## src/rtl/core_ctrl_pkg.sv

```systemverilog
// core_run_ctrl shared types: FSM state encoding and default counter width.
// Build option: define STEP_DEBOUNCE_EN to debounce step_btn.
package core_ctrl_pkg;

  typedef enum logic [1:0] {
    S_HALT  = 2'd0,
    S_RUN   = 2'd1,
    S_STEP  = 2'd2,
    S_BREAK = 2'd3
  } run_state_e;

  localparam int unsigned CNT_W_DEF = 16;

endpackage

```

## src/rtl/core_run_ctrl_if.sv

```systemverilog
// Control/status bundle between core_run_ctrl (master) and the core/debug side.
// Build option: STEP_DEBOUNCE_EN does not change this bundle.
interface core_run_ctrl_if #(
  parameter int unsigned CNT_W = core_ctrl_pkg::CNT_W_DEF
) ();

  logic             run_sw;
  logic             step_btn;
  logic             bp_en;
  logic [31:0]      bp_addr;
  logic [31:0]      pc;
  logic             core_ce;
  logic             halted;
  logic             bp_hit;
  logic [1:0]       state;
  logic [CNT_W-1:0] instr_count;

  modport master (
    input  run_sw, step_btn, bp_en, bp_addr, pc,
    output core_ce, halted, bp_hit, state, instr_count
  );

  modport slave (
    output run_sw, step_btn, bp_en, bp_addr, pc,
    input  core_ce, halted, bp_hit, state, instr_count
  );

endinterface

```

## src/rtl/btn_sync_edge.sv

```systemverilog
// 2-flop synchroniser, optional debounce (STEP_DEBOUNCE_EN) and registered rise.
// The rise pulse is one clk wide and lags the synced level by one cycle.
module btn_sync_edge #(
  parameter int unsigned DB_CYCLES = 1,
  parameter bit          USE_DB    = 1'b0
) (
  input  logic clk,
  input  logic rst,
  input  logic d_i,
  output logic level_o,
  output logic rise_o
);

  logic s1_q, s2_q;
  logic prev_q, rise_q;
  logic lvl;

  if (USE_DB && DB_CYCLES == 0) begin : g_bad_db
    $error("btn_sync_edge: DB_CYCLES must be >= 1");
  end

  always_ff @(posedge clk or posedge rst) begin
    if (rst) begin
      s1_q <= 1'b0;
      s2_q <= 1'b0;
    end else begin
      s1_q <= d_i;
      s2_q <= s1_q;
    end
  end

`ifdef STEP_DEBOUNCE_EN
  if (USE_DB) begin : g_db
    logic        db_q;
    logic [31:0] cnt_q;

    // Level only moves after DB_CYCLES consecutive disagreeing samples.
    always_ff @(posedge clk or posedge rst) begin
      if (rst) begin
        db_q  <= 1'b0;
        cnt_q <= '0;
      end else if (s2_q == db_q) begin
        cnt_q <= '0;
      end else if (cnt_q == 32'(DB_CYCLES - 1)) begin
        db_q  <= s2_q;
        cnt_q <= '0;
      end else begin
        cnt_q <= cnt_q + 32'd1;
      end
    end

    assign lvl = db_q;
  end else begin : g_nodb
    assign lvl = s2_q;
  end
`else
  assign lvl = s2_q;
`endif

  always_ff @(posedge clk or posedge rst) begin
    if (rst) begin
      prev_q <= 1'b0;
      rise_q <= 1'b0;
    end else begin
      prev_q <= lvl;
      rise_q <= lvl & ~prev_q;
    end
  end

  assign level_o = lvl;
  assign rise_o  = rise_q;

endmodule

```

## src/rtl/core_run_ctrl.sv

```systemverilog
// Run/step/breakpoint sequencer producing the core's one-cycle clock enable.
// Build option: STEP_DEBOUNCE_EN adds a DB_CYCLES debounce on step_btn.
module core_run_ctrl
  import core_ctrl_pkg::*;
#(
  parameter int unsigned TICK_DIV  = 50_000_000,
  parameter int unsigned CNT_W     = CNT_W_DEF,
  parameter int unsigned DB_CYCLES = 1_000_000
) (
  input logic            clk,
  input logic            reset,
  core_run_ctrl_if.master bus
);

  localparam logic [1:0]  ST_HALT  = S_HALT;
  localparam logic [1:0]  ST_RUN   = S_RUN;
  localparam logic [1:0]  ST_STEP  = S_STEP;
  localparam logic [1:0]  ST_BREAK = S_BREAK;
  localparam logic [31:0] TICK_MAX = 32'(TICK_DIV - 1);

  if (TICK_DIV == 0) begin : g_bad_tick
    $error("core_run_ctrl: TICK_DIV must be >= 1");
  end

  logic [31:0]      tick_q, tick_d;
  logic             tick;
  logic [1:0]       state_q, state_d;
  logic             ce_q, ce_d;
  logic [CNT_W-1:0] cnt_q, cnt_d;
  logic             run_s, step_rise;
  logic             bp_match;
  logic             step_lvl_unused;
  logic             run_rise_unused;

  btn_sync_edge #(
    .DB_CYCLES (DB_CYCLES),
    .USE_DB    (1'b1)
  ) u_step_sync (
    .clk     (clk),
    .rst     (reset),
    .d_i     (bus.step_btn),
    .level_o (step_lvl_unused),
    .rise_o  (step_rise)
  );

  btn_sync_edge #(
    .DB_CYCLES (DB_CYCLES),
    .USE_DB    (1'b0)
  ) u_run_sync (
    .clk     (clk),
    .rst     (reset),
    .d_i     (bus.run_sw),
    .level_o (run_s),
    .rise_o  (run_rise_unused)
  );

  assign tick     = (tick_q == TICK_MAX);
  assign tick_d   = tick ? 32'd0 : tick_q + 32'd1;
  assign bp_match = bus.bp_en && (bus.pc == bus.bp_addr);
  assign cnt_d    = cnt_q + CNT_W'(ce_q);

  // STEP ignores both run_s and the breakpoint so a break can be stepped past.
  always_comb begin
    state_d = state_q;
    ce_d    = 1'b0;
    unique case (state_q)
      ST_HALT: begin
        if (run_s)          state_d = ST_RUN;
        else if (step_rise) state_d = ST_STEP;
      end
      ST_RUN: begin
        if (!run_s)         state_d = ST_HALT;
        else if (tick) begin
          if (bp_match)     state_d = ST_BREAK;
          else              ce_d    = 1'b1;
        end
      end
      ST_STEP: begin
        if (tick) begin
          ce_d    = 1'b1;
          state_d = ST_HALT;
        end
      end
      ST_BREAK: begin
        if (step_rise)      state_d = ST_STEP;
        else if (!run_s)    state_d = ST_HALT;
      end
      default:              state_d = ST_HALT;
    endcase
  end

  always_ff @(posedge clk or posedge reset) begin
    if (reset) begin
      tick_q  <= '0;
      state_q <= ST_HALT;
      ce_q    <= 1'b0;
      cnt_q   <= '0;
    end else begin
      tick_q  <= tick_d;
      state_q <= state_d;
      ce_q    <= ce_d;
      cnt_q   <= cnt_d;
    end
  end

  assign bus.core_ce     = ce_q;
  assign bus.state       = state_q;
  assign bus.halted      = (state_q == ST_HALT) || (state_q == ST_BREAK);
  assign bus.bp_hit      = (state_q == ST_BREAK);
  assign bus.instr_count = cnt_q;

endmodule

```

## src/flat_wrapper.sv

```systemverilog
// flat-port wrapper written by rule: the top's interface ports become plain ports
module core_run_ctrl_flat import core_ctrl_pkg::*;
#(
  parameter int unsigned TICK_DIV  = 50_000_000,
  parameter int unsigned CNT_W     = CNT_W_DEF,
  parameter int unsigned DB_CYCLES = 1_000_000
)
  (clk, reset, bus_run_sw, bus_step_btn, bus_bp_en, bus_bp_addr, bus_pc, bus_core_ce, bus_halted, bus_bp_hit, bus_state, bus_instr_count);
  core_run_ctrl_if #(.CNT_W(CNT_W)) bus_i ();
  input logic clk;
  input logic reset;
  input wire logic [$bits(bus_i.run_sw)-1:0] bus_run_sw;
  input wire logic [$bits(bus_i.step_btn)-1:0] bus_step_btn;
  input wire logic [$bits(bus_i.bp_en)-1:0] bus_bp_en;
  input wire logic [$bits(bus_i.bp_addr)-1:0] bus_bp_addr;
  input wire logic [$bits(bus_i.pc)-1:0] bus_pc;
  output wire logic [$bits(bus_i.core_ce)-1:0] bus_core_ce;
  output wire logic [$bits(bus_i.halted)-1:0] bus_halted;
  output wire logic [$bits(bus_i.bp_hit)-1:0] bus_bp_hit;
  output wire logic [$bits(bus_i.state)-1:0] bus_state;
  output wire logic [$bits(bus_i.instr_count)-1:0] bus_instr_count;
  assign bus_i.run_sw = bus_run_sw;
  assign bus_i.step_btn = bus_step_btn;
  assign bus_i.bp_en = bus_bp_en;
  assign bus_i.bp_addr = bus_bp_addr;
  assign bus_i.pc = bus_pc;
  assign bus_core_ce = bus_i.core_ce;
  assign bus_halted = bus_i.halted;
  assign bus_bp_hit = bus_i.bp_hit;
  assign bus_state = bus_i.state;
  assign bus_instr_count = bus_i.instr_count;
  core_run_ctrl #(.TICK_DIV(TICK_DIV), .CNT_W(CNT_W), .DB_CYCLES(DB_CYCLES)) u_core (.clk(clk), .reset(reset), .bus(bus_i));
endmodule
```

## config.mk

```make
export PLATFORM = sky130hd
export DESIGN_NAME = core_run_ctrl_flat
export DESIGN_NICKNAME = d
export VERILOG_FILES = /design/src/rtl/core_ctrl_pkg.sv /design/src/rtl/core_run_ctrl_if.sv /design/src/rtl/btn_sync_edge.sv /design/src/rtl/core_run_ctrl.sv /design/src/flat_wrapper.sv
export SDC_FILE = /design/constraint.sdc
export NUM_CORES = 1
export LEC_CHECK = 0
export CAP_MARGIN = 15
export CORE_UTILIZATION = 42
export DETAILED_ROUTE_END_ITERATION = 8
export HOLD_SLACK_MARGIN = 0.08
export PLACE_DENSITY = 0.84
export SETUP_SLACK_MARGIN = 0.2
export SYNTH_ARGS = -nofsm -noshare
export SYNTH_HDL_FRONTEND = slang
export SYNTH_SLANG_ARGS = --single-unit
export TNS_END_PERCENT = 100
```

## constraint.sdc

```tcl
create_clock -name clk -period 1.95 [get_ports clk]
set_input_delay 0.2925 -clock clk [delete_from_list [all_inputs] [get_ports clk]]
set_output_delay 0.2925 -clock clk [all_outputs]
set_load 0.05 [all_outputs]
```

Word level (Yosys, flattened, before mapping) --
Index checks and enable logic that the tools add are counted.
Storage, ports and cells: output and inout bits 21, flip-flop bits (word level) 57, logic and storage cells 43, bits of input ports 69
Operators by class: multiplexer cells 15, add/sub/neg operators 2, reduce and logical (&&, ||, !) cells 4, equal/unequal tests 10, bitwise operators 2
Operators by type and width (count):
- $add 32x1->32 const B | 1
- $eq 32x26->1 const B | 1
- $eq 32x32->1 | 1
- $mux 32 | 1
- $add 16x1->16 | 1
- $mux 2 | 8
- $ne 3x2->1 const B | 3
- $pmux 2 s4 | 1
- $reduce_and 5->1 | 1
- $eq 2x2->1 const B | 2
- $mux 1 | 4
- $ne 3x3->1 const B | 1
- $eq 2x1->1 const B | 1
- $logic_not 2->1 | 1
- $ne 2x1->1 const B | 1
- $pmux 1 s2 | 1
- $and 1x1->1 | 1
- $logic_and 1x1->1 | 1
- $logic_or 1x1->1 | 1
- $not 1->1 | 1

Longest topological paths before layout --
depth after elaboration 6, depth in mapped cells 8, gate-level depth less buffers 7

By module --
From an unflattened synthesis, not the netlist that was laid out.
Unflattened totals: cells, all modules 288, area, all modules 3072.9 µm²
By module, submodules not included:
- core_run_ctrl | sequential area each 1276.2 µm², cells each 276, times used 1, area an instance 2837.7 µm²
- btn_sync_edge | sequential area each 100.1 µm², cells each 6, times used 2, area an instance 117.6 µm²

Worst setup path before layout --
Ideal clock, no wire load.
kind reg-to-reg, from register u_core.state_q[0], in the netlist u_core.bus.state[0], to register u_core.state_q[0], in the netlist u_core.bus.state[0], clock period less this slack 2.074 ns, data arrival time 2.005 ns, cell stages (with the launch flop) 6, setup time 0.069 ns, slack -0.124 ns, path buffers 0, data required time 1.881 ns, path through dfrtp_1 -> ha_1 -> mux2i_1 -> o22ai_2 -> or4b_1 -> nand3_1
On the way: longest elaborated chain between the ends 3, elaborated cells between the ends (all ways) 11, classes of those cells 8 x eq/ne; 1 x mux; 2 x reduce/logical
Ends and longest elaborated chain:
- start, declared | line core_run_ctrl.sv:27 | logic [1:0] state_q, state_d;
- start signal, assigned | line core_run_ctrl.sv:100 | state_q <= state_d;
- $eq 2x2->1 (*)
- named net bus_bp_hit | line flat_wrapper.sv:19 | output wire logic [$bits(bus_i.bp_hit)-1:0] bus_bp_hit;
- $ne 3x2->1 (no source line)
- $reduce_and 5->1 (no source line)
Mark *: on every way through the listed nets, which the timed path passes. The rest lies on a longest branch. A chain may end at the register's enable or synchronous reset.

Worst setup path after layout --
from register u_core.tick_q[0], to register u_core.tick_q[22]
On the way: longest elaborated chain between the ends 2, elaborated cells between the ends (all ways) 3, classes of those cells 1 x add/sub; 1 x eq/ne; 1 x mux
Ends and longest elaborated chain:
- start, declared | line core_run_ctrl.sv:25 | logic [31:0] tick_q, tick_d;
- start signal, assigned | line core_run_ctrl.sv:99 | tick_q <= tick_d;
- $add 32x1->32 / $eq 32x26->1 (equally long branches) | line core_run_ctrl.sv:58, core_run_ctrl.sv:57
- $mux 32 (*) | line core_run_ctrl.sv:58 | assign tick_d = tick ? 32'd0 : tick_q + 32'd1;
- named net u_core.tick_d[22] | line core_run_ctrl.sv:25
Marked as above.

==> metrics.cfg <==
[sta]
period_needed_ps=2000
worst_pin_slew_ps=537
setup_ws_ps=-45.9
timing.fmax_mhz=501
setup_violations=4
finalCritPeriodShare_pct=102
rsz0062_at_grt=true
clock_skew_ps=7.29
slew_headroom_pct=64.3
maxSlewViolCount=0
hold_viol=0

[floorplanning]
die_area_um2=7370
core-area_um2=6790
io_pins=90
rows=30
die_w_um=85.8
die_h_um=85.8
initial_core_util_pct=43.4

[synthesis]
netlist_instances=280
ys_seq_area_share_pct=48.3
synthTopCellsByArea=dfrtp_1 48%, xnor2_1 15%, xor2_1 6.5%, nand3_1 3.7%, nor2_1 3.6%
syn_nets=357
synth.most_common_cell=dfrtp_1
synth_edf_count=0
synth-seq-cells=57
yosys.area.top_type_share_pct=48.3
syn_avg_cell_area_um2=10.5
async_flop_share_pct=100
syn-cell-area_um2=2950
yosys.area.top_type=dfrtp_1
netlist_top_cells_count=57 x dfrtp_1, 51 x xnor2_1, 28 x nor2_1
synth_cell_types=37
ys.flop_type=dfrtp_1
ys_warn_count=0

[clock_network]
clkSinkCount=57
cts_htree_levels=3
clock_path_buffers=2
root_buffer=clkbuf_8
path_clk_slew_ps=70
cts_made_buffers=9
ctsHoldBuffers=0
cts_tree=yes
clk_latency_ps=330

[place]
gp_congestion=0.780
post-place-cells=488
dpl.hpwl_mm=5.12
dp_slack_ps=-362
portBuffers=89
dpl_cell_area_um2=4190

[critical_path]
crit_family=simple AND/OR/NAND/NOR gates
crit_path_cell_trace=ha_2, nand3_2, or2_4, and4bb_2, buf_4, a21oi_1, o31ai_2, o31ai_2
arrival_ps=2190
setup.worst_path.start_class=register
critPathKind=register to register
cpPeakStageDelay_ps=390
crit_fanout=3
critical_path_required_ps=2140
cp_slowest_cell=dfrtp_1
r2r_start=u_core.tick_q[0]$_DFF_PP0_
cpMostUsedCell=o31ai_2
endpoint_kind=register
worstSetupStartpoint=u_core.tick_q[0]$_DFF_PP0_
crit_buf_inv=1

[power]
power_mw=3.20
power_leakage_nw=2.14
power.density_nw_per_um2=690
ir_drop_mv=0.433

[drt]
ant_nets=0
drt-total-wl_mm=7.32
wire_per_inst_um=14.1
dr.pass1.iters=4
viasPerCell=4.96
drt_iter0_drc=126
drcViolationCount=0
vias=2577

[global_route]
grt_max_degree=45
grt_pass1_vias=2588
grt_pass1_wl_mm=11.6
gr-total-overflow=0
antenna_found_initial=0
grt_usage_pct=20.2

[final_layout]
design_area_um2=4640
area_delta_synth_final_pct=57.1
drive_gt1_share_pct=21.5
nets=496
final_cell_count_no_fill=520
diodes=0

[outcome]
failed_checks=negative setup slack
status=complete, but fails checks

[worst_hold_path]
hold_path_class=primary input to async pin

[flow_run]
drv_cap=0

==> state kept, by name (all words and copies together), names as in the netlist <==
signal	count
u_core.u_step_sync.prev_q	1
u_core.u_step_sync.level_o	1
u_core.u_step_sync.s1_q	1
u_core.u_step_sync.rise_o	1
u_core.u_run_sync.level_o	1
u_core.bus.state	2
u_core.bus.instr_count	16
u_core.bus.core_ce	1
u_core.u_run_sync.s1_q	1
u_core.tick_q	32
==> layer usage <==
| layer | global-route usage, % | wire length [um] |
|---|---|---|
| met1 | 23.2 | 2870 |
| met2 | 36.2 | 3930 |
| met3 | 4.14 | 344 |
| met4 | 9.39 | 180 |
| met5 | 0 | 0 |
==> cell usage in the layout (no fill, tap or decap), drive strengths merged, types with 2 or more instances in the layout <==
| cell type | synthesis | layout |
|---|---|---|
| inv | 9 | 9 |
| dlygate4sd2 | 0 | 19 |
| xnor2 | 52 | 52 |
| nand3 | 24 | 24 |
| nor3 | 7 | 7 |
| bufinv | 0 | 2 |
| or3 | 4 | 4 |
| dfrtp | 57 | 57 |
| a31oi | 2 | 2 |
| o21ai | 3 | 3 |
| nand2 | 18 | 18 |
| nor4 | 4 | 4 |
| nor2b | 2 | 2 |
| xor2 | 22 | 22 |
| clkbuf | 2 | 13 |
| clkdlybuf4s50 | 0 | 68 |
| ha | 8 | 8 |
| nand4 | 14 | 14 |
| nor2 | 28 | 28 |
| and3 | 6 | 6 |
| o31ai | 2 | 2 |
| buf | 1 | 44 |
| a21oi | 3 | 3 |
==> path summary, 6_finish.rpt <==
kind / end / cells after the start / slack [ps]
max in group asynchronous: u_core.tick_q[19]$_DFF_PP0_ / 3 / 1190
min in group clk: u_core.u_step_sync.level_o$_DFF_PP0_ / 0 / 350
worst min register to register: u_core.u_step_sync.level_o$_DFF_PP0_ / 0 / 350
worst max register to register: u_core.tick_q[22]$_DFF_PP0_ / 8 / -50
worst max-delay path: u_core.tick_q[22]$_DFF_PP0_ / 8 / -50
worst min-delay path: u_core.bus.instr_count[11]$_DFF_PP0_ / 2 / 230
==> what timing repair did <==
action | in CTS | in global routing
endpoints found under the setup margin | 46 | 28
pin swaps | 12 | 9
setup buffers | 11 | 5
resized for setup | 36 | 13
cloned | 0 | 0
==> worst reg2reg max path: stages (launching register included) <==
cell and delay (ps):
dfrtp_1 390, ha_2 220, nand3_2 100, or2_4 250, and4bb_2 340, buf_4 150
a21oi_1 50, o31ai_2 240, o31ai_2 120
==> cell type report <==
cell class	count	area, um^2
Inverter	9	33.8
Clock inverter	3	65.1
Multi-Input combinational cell	211	1600
Fill cell	488	2160
Clock buffer	13	149
Sequential cell	57	1430
Timing Repair Buffer	131	1240
Tap cell	96	120
==> cells by family (layout without fill, tap and decap cells) <==
family	count (synthesis)	after routing	synth area share, %
muxes	1	1	0.339
AOI/OAI and AO/OA	14	14	3.31
adders and majority gates	8	8	3.39
DFF	57	57	48.3
buffers and inverters	12	156	1.78
xor gates and xnor gates	74	74	22.2
and+or+nand+nor	114	114	20.6
==> through the flow <==
step / hold slack, ps / TNS [ps] / util (%)
after floorplan: 324 / -3.41 / -
after global placement: 333 / -433 / 61.7
after detailed placement: 340 / -567 / 61.7
after CTS: 226 / -5.48 / 66.9
after global routing: 271 / -959 / 68.2
final: 228 / -133 / 68.2
==> report_power, final <==
| group | internal [mW] | leakage, nW | switching [mW] |
|---|---|---|---|
| Clock | 0.754 | 0.108 | 0.443 |
| Sequential | 1.21 | 0.761 | 0.0357 |
| Combinational | 0.371 | 1.27 | 0.381 |
No activity file was read; power rests on OpenSTA's default activity.
